File: config.mk
export PLATFORM = sky130hd
export DESIGN_NAME = raster_coord_gen
export DESIGN_NICKNAME = d
export VERILOG_FILES = /design/src/rtl/raster_coord_gen_pkg.sv /design/src/rtl/raster_coord_gen_credit_counter.sv /design/src/rtl/raster_coord_gen.sv
export SDC_FILE = /design/constraint.sdc
export NUM_CORES = 1
export LEC_CHECK = 0
export BUFFER_PORTS_ARGS = -buffer_cell sky130_fd_sc_hd__buf_2
export CORE_MARGIN = 3
export CORE_UTILIZATION = 40
export DETAILED_ROUTE_END_ITERATION = 10
export GPL_ROUTABILITY_DRIVEN = 0
export PLACE_DENSITY_LB_ADDON = 0.05
export SKIP_CTS_REPAIR_TIMING = 1
export SLEW_MARGIN = 10
export SYNTH_ARGS = -nofsm -noshare
export SYNTH_HDL_FRONTEND = slang
export SYNTH_SLANG_ARGS = --single-unit
File: constraint.sdc
create_clock -name clk -period 2.9 [get_ports clk]
set_input_delay 0.145 -clock clk [delete_from_list [all_inputs] [get_ports clk]]
set_output_delay 0.145 -clock clk [all_outputs]
set_load 0.01 [all_outputs]
File: src/rtl/raster_coord_gen_pkg.sv
// raster_coord_gen_pkg: shared defaults, coordinate type and scan state for the raster source
package raster_coord_gen_pkg;
  localparam int RASTER_H_RES = 640;
  localparam int RASTER_V_RES = 480;
  typedef logic [31:0] fp_t;
  typedef enum logic [1:0] {IDLE, RUN, DRAIN} raster_state_e;
  function automatic fp_t coord_to_fp(input logic [15:0] c, input int frac);
    return fp_t'(c) << frac;
  endfunction
endpackage

File: src/rtl/raster_coord_gen_credit_counter.sv
// raster_coord_gen_credit_counter: saturating up/down count of beats issued but not yet retired
module raster_coord_gen_credit_counter #(
  parameter int CREDITS = 8
) (
  input  logic                         clk,
  input  logic                         rst,
  input  logic                         inc,
  input  logic                         dec,
  output logic [$clog2(CREDITS+1)-1:0] used,
  output logic                         avail
);
  localparam int CW = $clog2(CREDITS + 1);
  logic up, dn;
  logic [CW-1:0] nxt;
  assign up = inc && used != CW'(CREDITS);
  assign dn = dec && used != '0;
  assign nxt = (up && !dn) ? used + CW'(1) : (dn && !up) ? used - CW'(1) : used;
  // avail looks at next cycle's count so the issuing side can register its valid
  assign avail = nxt < CW'(CREDITS);
  always_ff @(posedge clk or negedge rst)
    if (!rst) used <= '0;
    else used <= nxt;
endmodule

File: src/rtl/raster_coord_gen.sv
// raster_coord_gen: scans an H_RES x V_RES frame, emitting fixed-point pixel coordinates over valid/ready
module raster_coord_gen
  import raster_coord_gen_pkg::*;
#(
  parameter int H_RES     = RASTER_H_RES,
  parameter int V_RES     = RASTER_V_RES,
  parameter int LANES     = 1,
  parameter int FRAC_BITS = 21,
  parameter int FP_W      = 32,
  parameter int CREDITS   = 8
) (
  input  logic                  clk,
  input  logic                  rst,
  input  logic                  start,
  input  logic                  continuous,
  input  logic                  stop,
  output logic                  out_valid,
  input  logic                  out_ready,
  output logic [LANES*FP_W-1:0] screen_x,
  output logic [FP_W-1:0]       screen_y,
  output logic                  sof,
  output logic                  eol,
  output logic                  eof,
  input  logic                  ret_valid,
  output logic                  busy,
  output logic [15:0]           frame_cnt
);
  localparam int XW = H_RES > 1 ? $clog2(H_RES) : 1;
  localparam int YW = V_RES > 1 ? $clog2(V_RES) : 1;
  localparam int CW = $clog2(CREDITS + 1);
  raster_state_e state, state_nxt;
  logic [XW-1:0] x;
  logic [YW-1:0] y;
  logic [CW-1:0] used;
  logic stop_pend, acc, last_x, last_y, frame_end, roll, avail, valid_nxt;
  assign acc = out_valid && out_ready;
  assign last_x = x == XW'(H_RES - LANES);
  assign last_y = y == YW'(V_RES - 1);
  assign frame_end = acc && last_x && last_y;
  assign roll = continuous && !stop_pend && !stop;
  raster_coord_gen_credit_counter #(.CREDITS(CREDITS)) u_credit (
    .clk(clk), .rst(rst), .inc(acc), .dec(ret_valid), .used(used), .avail(avail)
  );
  always_comb begin
    state_nxt = (state == IDLE && start) ? RUN :
                (state == RUN && frame_end && !roll) ? DRAIN :
                (state == DRAIN && used == '0) ? IDLE : state;
    valid_nxt = state_nxt == RUN && avail;
  end
  always_ff @(posedge clk or negedge rst)
    if (!rst) begin
      state     <= IDLE;
      x         <= '0;
      y         <= '0;
      out_valid <= 1'b0;
      stop_pend <= 1'b0;
      frame_cnt <= '0;
    end else begin
      state     <= state_nxt;
      out_valid <= valid_nxt;
      stop_pend <= state_nxt == RUN && (stop_pend || (state == RUN && stop));
      if (acc) begin
        x <= last_x ? '0 : x + XW'(LANES);
        if (last_x) y <= last_y ? '0 : y + YW'(1);
      end
      if (frame_end) frame_cnt <= frame_cnt + 16'd1;
    end
  // beat fields are pure decodes of registered scan state, gated so idle outputs read as zero
  for (genvar i = 0; i < LANES; i++) begin : g_lane
    assign screen_x[i*FP_W +: FP_W] = out_valid ? (FP_W'(x) + FP_W'(i)) << FRAC_BITS : '0;
  end
  assign screen_y = out_valid ? FP_W'(y) << FRAC_BITS : '0;
  assign sof = out_valid && x == '0 && y == '0;
  assign eol = out_valid && last_x;
  assign eof = eol && last_y;
  assign busy = state != IDLE || used != '0;
endmodule

==> results of run 1 <==
path summary, 6_finish.rpt:
kind	start	cells past startpoint	to
setup / recovery	x[2]$_DFFE_PN0P_	4	eof
min in group clk	start	3	stop_pend$_DFF_PN0_
max in group asynchronous	rst	1	state[1]$_DFF_PN0_
setup reg to reg	u_credit.used[0]$_DFFE_PN0P_	10	out_valid$_DFF_PN0_
hold / removal	rst	1	x[5]$_DFFE_PN0P_
hold reg to reg	frame_cnt[15]$_DFFE_PN0N_	1	frame_cnt[15]$_DFFE_PN0N_
cell families (layout without fill, tap and decap cells):
logic type,after synthesis,after routing,share of synthesized area [%]
flops,43,43,38.15
compound gates,25,25,5.812
buf+inv,70,70,16.19
simple gates,120,120,25.60
other cells,1,45,0.1330
xor+xnor,25,25,7.764
fa+ha+maj,10,10,4.437
mux,5,5,1.908
critical path, stage by stage, from the launching register on:
cell	delay, ns
dfrtp_1	0.49
and4_1	0.40
nor4b_1	0.63
and3_1	0.26
buf_2	0.14
cell usage after synthesis (2+ instances only):
cell type / count
and3_2: 2
buf_2: 5
nand2b_1: 2
nand4_1: 12
o21a_1: 2
a21oi_1: 5
clkbuf_1: 2
or3_1: 2
nor4_1: 2
xnor2_1: 11
a21o_1: 3
mux2i_1: 2
a31oi_1: 2
nand2_1: 15
buf_4: 45
nor3_1: 10
mux2_2: 2
nor4b_1: 5
xor2_1: 14
nor2b_1: 3
and4_1: 5
nand3_1: 15
o211ai_1: 2
nor2_1: 12
o21ai_0: 5
dfrtp_1: 43
and3_1: 6
and2_1: 21
inv_1: 15
ha_1: 10
metal layers:
layer | part of all wire [%] | vias to the layer above | GRT usage (%)
li1 | - | 1021 | -
met1 | 48 | 962 | 18.89
met2 | 45 | 63 | 23.12
met3 | 5.2 | 8 | 2.588
met4 | 1.4 | 0 | 5.357
met5 | 0 | - | 0
registers in the layout (all words and copies together) (netlist names):
register,count
out_valid,1
x,10
state,2
stop_pend,1
y,9
frame_cnt,16
u_credit.used,4
stage by stage:
stage / std cells / setup slack [ns]
final: 436 / 0.5428
after global placement: 429 / 0.6353
after global routing: 436 / 0.3542
after floorplan: 343 / 0.8293
after detailed placement: 429 / 0.5655
after CTS: 436 / 0.5198
cell type report:
class	count	area, um^2
fillers	689	3570
multi-input cells	230	1453
flip-flops and latches	43	1076
repair buffers	48	245.2
well taps	93	116.4
clock buffers	6	82.58
inverters	15	56.30
clock inverters	1	5.005
power by group through the flow:
stage / Combinational (mW) / Sequential, mW / Clock [mW]
floorplan: 0.410 / 0.761 / 0
global placement: 0.491 / 0.785 / 0
detailed placement: 0.492 / 0.784 / 0
CTS: 0.493 / 0.773 / 0.407
global route: 0.560 / 0.787 / 0.429
finish: 0.485 / 0.774 / 0.390
==> results.sh, run 1 <==
export IMPL_clock_power_share_pct=23.7
export IMPL_finish_utilization_pct=45.95
export IMPL_detail_route_vias_per_cell=4.711
export IMPL_yosysTopAreaCell="dfrtp_1"
export IMPL_grt_usage_pct=14.21
export IMPL_synth_seq_cells=43
export IMPL_p_leak_nw=1.628
export IMPL_hold_path_class="input pin to asynchronous set/reset pin"
export IMPL_combPwrFrac_pct=29.4
export IMPL_numPortBuffers=46
export IMPL_grt_pass1_wl_mm=9.528
export IMPL_synthCells=299
export IMPL_tightestPinTransition_ns=0.9983
export IMPL_worstPathArrival_ns=2.21
export IMPL_drv_cap=0
export IMPL_finalPower_mw=1.649
export IMPL_design_area_mm2=0.003034
export IMPL_synth_area_leaders="dfrtp_1 (38%), buf_4 (12%), and2_1 (4.7%), ha_1 (4.4%), xor2_1 (4.3%)"
export IMPL_cts_max_level=2
export IMPL_max_slew_margin_pct=33.44
export IMPL_detail_route_antenna_nets=0
export IMPL_initial_utilization_pct=42.71
export IMPL_ioPinCount=92
export IMPL_yosysSeqAreaShare_pct=38.15
export IMPL_design_core_area_mm2=0.006604
export IMPL_syn_cell_area_mm2=0.002820
export IMPL_cts_clk_slew_worst_paths_ns=0.08
export IMPL_dr_pass1_iters=4
export IMPL_netlist_cell_type_count=49
export IMPL_fin_nets=360
export IMPL_p_per_area_mw_per_mm2=543.6
export IMPL_cts_num_sinks=43
export IMPL_swShare_pct=35.57
export IMPL_start_kind="register"
export IMPL_dieHeight_um=89.97
export IMPL_setup_violations_final=0
export IMPL_fin_setup_tns_ns=0
export IMPL_synth_edf_count=0
export IMPL_drive_gt1_share_pct=18.66
export IMPL_slew_viol_final=0
export IMPL_final_hold_violation_count=0
export IMPL_max_freq_mhz=424.2
export IMPL_rows=29
export IMPL_floorplan_die_area_mm2=0.008094
export IMPL_grt_overflow_total=0
export IMPL_drt_iter0_markers=103
export IMPL_r2r_slack_ns=0.55
export IMPL_rsz0062_at_grt="false"
export IMPL_synthToLayoutAreaGrowth_pct=7.587
export IMPL_antenna_found_initial=0
export IMPL_vias=2054
export IMPL_fin_skew_ns=0.005459
export IMPL_synth_main_ff_cell="dfrtp_1"
export IMPL_crit_type="register to output pin"
export IMPL_cp_required_ns=2.76
export IMPL_detailed_place_hpwl_mm=4.209
export IMPL_switching_power_mw=0.5867
export IMPL_ir_drop_mv=0.3213
export IMPL_period_minus_slack_ns=2.357
export IMPL_mostFrequentLayoutCells="buf_2 (46), conb_1 (45), dfrtp_1 (43), and2_1 (21)"
export IMPL_final_common_cell="buf_2"
export IMPL_yosys_warnings=0
export IMPL_cp_max_fo=8
export IMPL_clk_latency_ns=0.30
export IMPL_die_w_um=89.97
export IMPL_status="complete, no violations"
export IMPL_cts_buffers_inserted=5
export IMPL_wl_mm=5.721
export IMPL_sequentialPowerShare_pct=46.9
export IMPL_fin_crit_sh_pct=81.28
export IMPL_cts_root_buf="clkbuf_8"
export IMPL_grt_pass1_vias=1881
export IMPL_end_kind="output pin"
export IMPL_hold_slack_ns=0.01359
export IMPL_clk_path_buf_depth=2
export IMPL_syn_avg_cell_area_um2=9.432
export IMPL_grt_max_degree=44
export IMPL_async_flop_share_pct=100.0
export IMPL_cts_tree="built"
export IMPL_synth_top_cell_area_share_pct=38.15
export IMPL_antennaDiodeCount=0
export IMPL_wl_per_cell_um=13.12
export IMPL_internal_power_mw=1.063
export IMPL_place_area_mm2=0.002947
export IMPL_drc_errors=0
(Power assumes the default switching activity.)
==> run 2, diff against run 1 <==
==> constraint.sdc (replaced) <==
create_clock -name clk -period 2.3 [get_ports clk]
set_input_delay 0.115 -clock clk [delete_from_list [all_inputs] [get_ports clk]]
set_output_delay 0.115 -clock clk [all_outputs]
set_load 0.01 [all_outputs]
==> run 2 against run 1 <==
Effect of this change: non-clock buffer count is 9 higher; setup slack got worse by 0.34 ns; die area did not move; sequential share of layout area decreased by 1.0 points; clock power rose by 36%; clock skew decreased by 0.0013 ns; count of clock-buffer cells in the layout is 2 higher; utilization increased by 1.4 points; combinational power grew 36%; global-route usage grew 0.32 points.
==> results.sh, run 2 (synthesized netlist as in run 1, its figures left out) <==
export IMPL_status="complete, no violations"
export IMPL_slowest_delay_ns=0.39
export IMPL_floorplan_die_area_mm2=0.008094
export IMPL_r2r_cells=10
export IMPL_vias=2105
export IMPL_max_freq_mhz=475.9
export IMPL_grt_pass1_wl_mm=9.756
export IMPL_dieHeight_um=89.97
export IMPL_internal_power_mw=1.405
export IMPL_drt_iter0_markers=81
export IMPL_detail_route_antenna_nets=0
export IMPL_clock_power_share_pct=24.7
export IMPL_switching_power_mw=0.7493
export IMPL_mostFrequentLayoutCells="buf_2 (46), conb_1 (45), dfrtp_1 (43), and2_1 (21)"
export IMPL_hold_path_class="input pin to register"
export IMPL_cts_num_sinks=43
export IMPL_cts_root_buf="clkbuf_8"
export IMPL_grt_max_degree=44
export IMPL_swShare_pct=34.78
export IMPL_slew_viol_final=0
export IMPL_sequentialPowerShare_pct=44.6
export IMPL_die_w_um=89.97
export IMPL_tightestPinTransition_ns=0.5629
export IMPL_cp_slowest_cell="dfrtp_1"
export IMPL_finalPower_mw=2.155
export IMPL_cts_buffers_inserted=5
export IMPL_antennaDiodeCount=0
export IMPL_final_hold_violation_count=0
export IMPL_cp_startpoint="u_credit.used[1]$_DFFE_PN0P_"
export IMPL_fin_skew_ns=0.004165
export IMPL_grt_usage_pct=14.54
export IMPL_detail_route_vias_per_cell=4.720
export IMPL_crit_family="simple AND/OR/NAND/NOR gates"
export IMPL_ir_drop_mv=0.4191
export IMPL_combPwrFrac_pct=30.7
export IMPL_drv_cap=0
export IMPL_start_kind="register"
export IMPL_initial_utilization_pct=42.71
export IMPL_clk_latency_ns=0.29
export IMPL_synthToLayoutAreaGrowth_pct=10.78
export IMPL_cp_cell_sequence="inv_1, ha_1, nor2b_1, a21o_1, inv_1, ha_1, nand2b_1, o41ai_2, xor2_1, nor4b_1"
export IMPL_rows=29
export IMPL_p_leak_nw=1.683
export IMPL_fin_setup_tns_ns=0
export IMPL_r2r_slack_ns=0.20
export IMPL_period_minus_slack_ns=2.101
export IMPL_p_per_area_mw_per_mm2=689.7
export IMPL_cts_clk_slew_worst_paths_ns=0.08
export IMPL_grt_pass1_vias=1996
export IMPL_end_kind="register"
export IMPL_reg_top3="frame_cnt: 16 flops, x: 10 flops, y: 9 flops"
export IMPL_cp_required_ns=2.49
export IMPL_cts_tree="built"
export IMPL_grt_overflow_total=0
export IMPL_cp_num_cells=10
export IMPL_cts_max_level=2
export IMPL_r2r_start="u_credit.used[1]$_DFFE_PN0P_"
export IMPL_cp_max_fo=3
export IMPL_detailed_place_hpwl_mm=4.250
export IMPL_setup_violations_final=0
export IMPL_clk_path_buf_depth=2
export IMPL_dr_pass1_iters=4
export IMPL_wl_per_cell_um=13.10
export IMPL_largest_register_ffs=16
export IMPL_ioPinCount=92
export IMPL_wl_mm=5.844
export IMPL_path_buf_inv=2
export IMPL_drive_gt1_share_pct=20.68
export IMPL_fin_crit_sh_pct=91.36
export IMPL_antenna_found_initial=0
export IMPL_crit_type="register to register"
export IMPL_drc_errors=0
export IMPL_worstPathArrival_ns=2.29
export IMPL_max_slew_margin_pct=62.47
export IMPL_numPortBuffers=46
export IMPL_final_common_cell="buf_2"
export IMPL_fin_nets=369
export IMPL_critPathCapture="out_valid$_DFF_PN0_"
export IMPL_design_core_area_mm2=0.006604
export IMPL_top_register="frame_cnt"
export IMPL_rsz0062_at_grt="false"
export IMPL_r2r_end="out_valid$_DFF_PN0_"
[run 2: routing by layer]
metal / vias to the layer above / global-route usage [%] / share of wire [%]
met3: 5 / 2.755 / 5.6
met1: 984 / 19.23 / 47
met5: - / 0 / 0
met2: 74 / 24.31 / 47
met4: 0 / 4.209 / 0.86
li1: 1042 / - / -
[run 2: metrics by stage]
step | setup slack, ns | utilization [%] | instances | instance area, um^2 | hold WS, ns
3_5_place_dp | 0.06520 | 45.41 | 436 | 2999 | 0.2371
6_report | 0.1987 | 47.31 | 446 | 3124 | 0.1129
5_1_grt | 0.02038 | 47.31 | 446 | 3124 | 0.1353
3_3_place_gp | 0.1411 | 45.41 | 436 | 2999 | 0.2351
4_1_cts | 0.02940 | 46.93 | 444 | 3099 | -0.08141
2_1_floorplan | 0.2293 | - | 343 | 2985 | -0.1806
[run 2: worst min path at each step]
stage	slack, ns	endpoint	cells after the start	start
4_1_cts	-0.08	x[0]$_DFFE_PN0P_	2	rst
5_1_grt	0.14	stop_pend$_DFF_PN0_	3	start
3_5_place_dp	0.24	x[3]$_DFFE_PN0P_	2	rst
6_report	0.11	stop_pend$_DFF_PN0_	3	start
3_3_place_gp	0.24	x[5]$_DFFE_PN0P_	2	rst
2_1_floorplan	-0.18	frame_cnt[0]$_DFFE_PN0N_	0	rst
[run 2: worst register-to-register path, cell delays in order (launching register included)]
cell	delay, ns
dfrtp_1	0.39
inv_1	0.09
ha_1	0.15
nor2b_1	0.17
a21o_1	0.16
inv_1	0.05
ha_1	0.18
nand2b_1	0.19
o41ai_2	0.24
xor2_1	0.13
nor4b_1	0.26
[run 2: power groups by stage]
stage | registers [mW] | clock network [mW] | logic (mW)
after floorplan | 0.960 | 0 | 0.517
after global placement | 0.981 | 0 | 0.634
after detailed placement | 0.978 | 0 | 0.644
after CTS | 0.965 | 0.550 | 0.648
after global routing | 0.980 | 0.580 | 0.766
final | 0.961 | 0.531 | 0.662
[run 2: cell type report]
cell class,instances,area (um^2)
multi-input combinational,230,1460
clock buffer,8,100.1
tap,93,116.4
sequential,43,1076
fill,685,3480
timing repair buffer,57,315.3
inverter,15,56.30
==> run 3, diff against run 2 <==
--- a/config.mk
+++ b/config.mk
@@ -6,8 +6,10 @@
 export NUM_CORES = 1
 export LEC_CHECK = 0
 export BUFFER_PORTS_ARGS = -buffer_cell sky130_fd_sc_hd__buf_2
+export CELL_PAD_IN_SITES_DETAIL_PLACEMENT = 2
+export CELL_PAD_IN_SITES_GLOBAL_PLACEMENT = 2
 export CORE_MARGIN = 3
-export CORE_UTILIZATION = 40
+export CORE_UTILIZATION = 30
 export DETAILED_ROUTE_END_ITERATION = 10
 export GPL_ROUTABILITY_DRIVEN = 0
 export PLACE_DENSITY_LB_ADDON = 0.05
==> run 3 against run 2 <==
Effect of this change: setup slack worse by 0.060 ns; highest routed layer unchanged; via count up 4.7%; largest power group unchanged; critical path depth unchanged; critical endpoint unchanged; design area up 3.3%; global-route usage down 0.51 points; wire length up 25%.
==> results.sh, run 3 (synthesized netlist as in run 1, its figures left out) <==
export IMPL_status="complete, no violations"
export IMPL_design_core_area_mm2=0.008934
export IMPL_wl_per_cell_um=15.73
export IMPL_cts_root_buf="clkbuf_8"
export IMPL_detail_route_vias_per_cell=4.730
export IMPL_max_freq_mhz=462.6
export IMPL_cts_clk_slew_worst_paths_ns=0.09
export IMPL_wl_mm=7.329
export IMPL_drive_gt1_share_pct=24.02
export IMPL_r2r_slack_ns=0.14
export IMPL_drc_errors=0
export IMPL_worstPathArrival_ns=2.36
export IMPL_detail_route_antenna_nets=0
export IMPL_period_minus_slack_ns=2.162
export IMPL_synthToLayoutAreaGrowth_pct=14.46
export IMPL_worst_slack_ns=0.1382
export IMPL_setup_violations_final=0
export IMPL_clk_latency_ns=0.30
export IMPL_hold_path_class="input pin to register"
export IMPL_dieHeight_um=103.0
export IMPL_final_hold_violation_count=0
export IMPL_fin_nets=374
export IMPL_finalPower_mw=2.415
export IMPL_cts_buffers_inserted=5
export IMPL_dp_cells=453
export IMPL_cts_num_sinks=43
export IMPL_grt_pass1_wl_mm=11.69
export IMPL_p_leak_nw=1.721
export IMPL_cts_tree="built"
export IMPL_detailed_place_hpwl_mm=5.437
export IMPL_fin_crit_sh_pct=93.99
export IMPL_cp_required_ns=2.50
export IMPL_floorplan_die_area_mm2=0.01060
export IMPL_crit_type="register to register"
export IMPL_mostFrequentLayoutCells="buf_2 (46), conb_1 (45), dfrtp_1 (42), and2_1 (20)"
export IMPL_grt_max_degree=33
export IMPL_antennaDiodeCount=0
export IMPL_ir_drop_mv=0.3214
export IMPL_end_kind="register"
export IMPL_p_per_area_mw_per_mm2=748.2
export IMPL_nFillCells=1006
export IMPL_reg_top3="frame_cnt: 16 flops, x: 10 flops, y: 9 flops"
export IMPL_grt_pass1_vias=2242
export IMPL_numPortBuffers=46
export IMPL_rows=34
export IMPL_fin_skew_ns=0.004358
export IMPL_vias=2204
export IMPL_final_common_cell="buf_2"
export IMPL_cp_max_fo=3
export IMPL_start_kind="register"
export IMPL_grt_usage_pct=14.03
export IMPL_top_register="frame_cnt"
export IMPL_ioPinCount=92
export IMPL_cts_max_level=2
export IMPL_antenna_found_initial=0
export IMPL_initial_utilization_pct=31.57
export IMPL_dr_pass1_iters=4
export IMPL_drt_iter0_markers=31
export IMPL_largest_register_ffs=16
export IMPL_finalNonFillerCells=466
export IMPL_slew_viol_final=0
export IMPL_grt_overflow_total=0
export IMPL_drv_cap=0
export IMPL_die_w_um=103.0
export IMPL_post_place_ws_ns=-0.009203
export IMPL_clk_path_buf_depth=2
-- run 3: power by group --
group	switching (mW)	total, mW	internal [mW]
sequential	0.113	0.968	0.854
clock	0.286	0.638	0.352
combinational	0.460	0.810	0.350
total	0.859	2.42	1.56
-- run 3: through the flow --
stage / setup TNS, ns / area [um^2] / hold slack, ns / util (%)
6_report: 0 / 3228 / 0.1010 / 36.13
5_1_grt: -0.02241 / 3228 / 0.1199 / 36.13
4_1_cts: -0.02452 / 3151 / -0.3101 / 35.27
3_5_place_dp: -0.009203 / 3033 / 0.01605 / 33.95
3_3_place_gp: 0 / 3033 / 0.01410 / 33.95
2_1_floorplan: 0 / 2985 / -0.1806 / -
-- run 3: path summary, 6_finish.rpt --
check | to | start | cells after the start
worst max-delay path | out_valid$_DFF_PN0_ | u_credit.used[1]$_DFFE_PN0P_ | 10
worst min-delay path | stop_pend$_DFF_PN0_ | start | 3
worst max register to register | out_valid$_DFF_PN0_ | u_credit.used[1]$_DFFE_PN0P_ | 10
worst min register to register | frame_cnt[15]$_DFFE_PN0N_ | frame_cnt[15]$_DFFE_PN0N_ | 1
max in group asynchronous | state[1]$_DFF_PN0_ | rst | 3
min in group asynchronous | x[7]$_DFFE_PN0P_ | rst | 2
-- run 3: per-layer routing --
metal | vias to the layer above | track usage (%) | wire length [um]
met5 | - | 0 | 0
met4 | 0 | 2.988 | 63
met3 | 6 | 2.233 | 262
met2 | 58 | 22.89 | 3463
met1 | 1097 | 19.65 | 3540
li1 | 1043 | - | -
-- run 3: worst max-delay path, cell delays in order (launching register included) --
cell	delay [ns]
dfrtp_1	0.38
inv_1	0.08
ha_1	0.18
nor2b_2	0.16
nand2b_1	0.12
nand2_1	0.09
ha_2	0.20
nand2b_4	0.16
o41ai_4	0.30
xor2_1	0.13
nor4b_1	0.27
-- run 3: layout make-up --
type	instances	area (um^2)	area share, %
clock inverter	2	35.03	1.085
multi-input combinational	230	1489	46.12
sequential	43	1077	33.37
tap	108	135.1	4.186
timing repair buffer	62	352.8	10.93
inverter	15	56.30	1.744
clock buffer	6	82.58	2.558
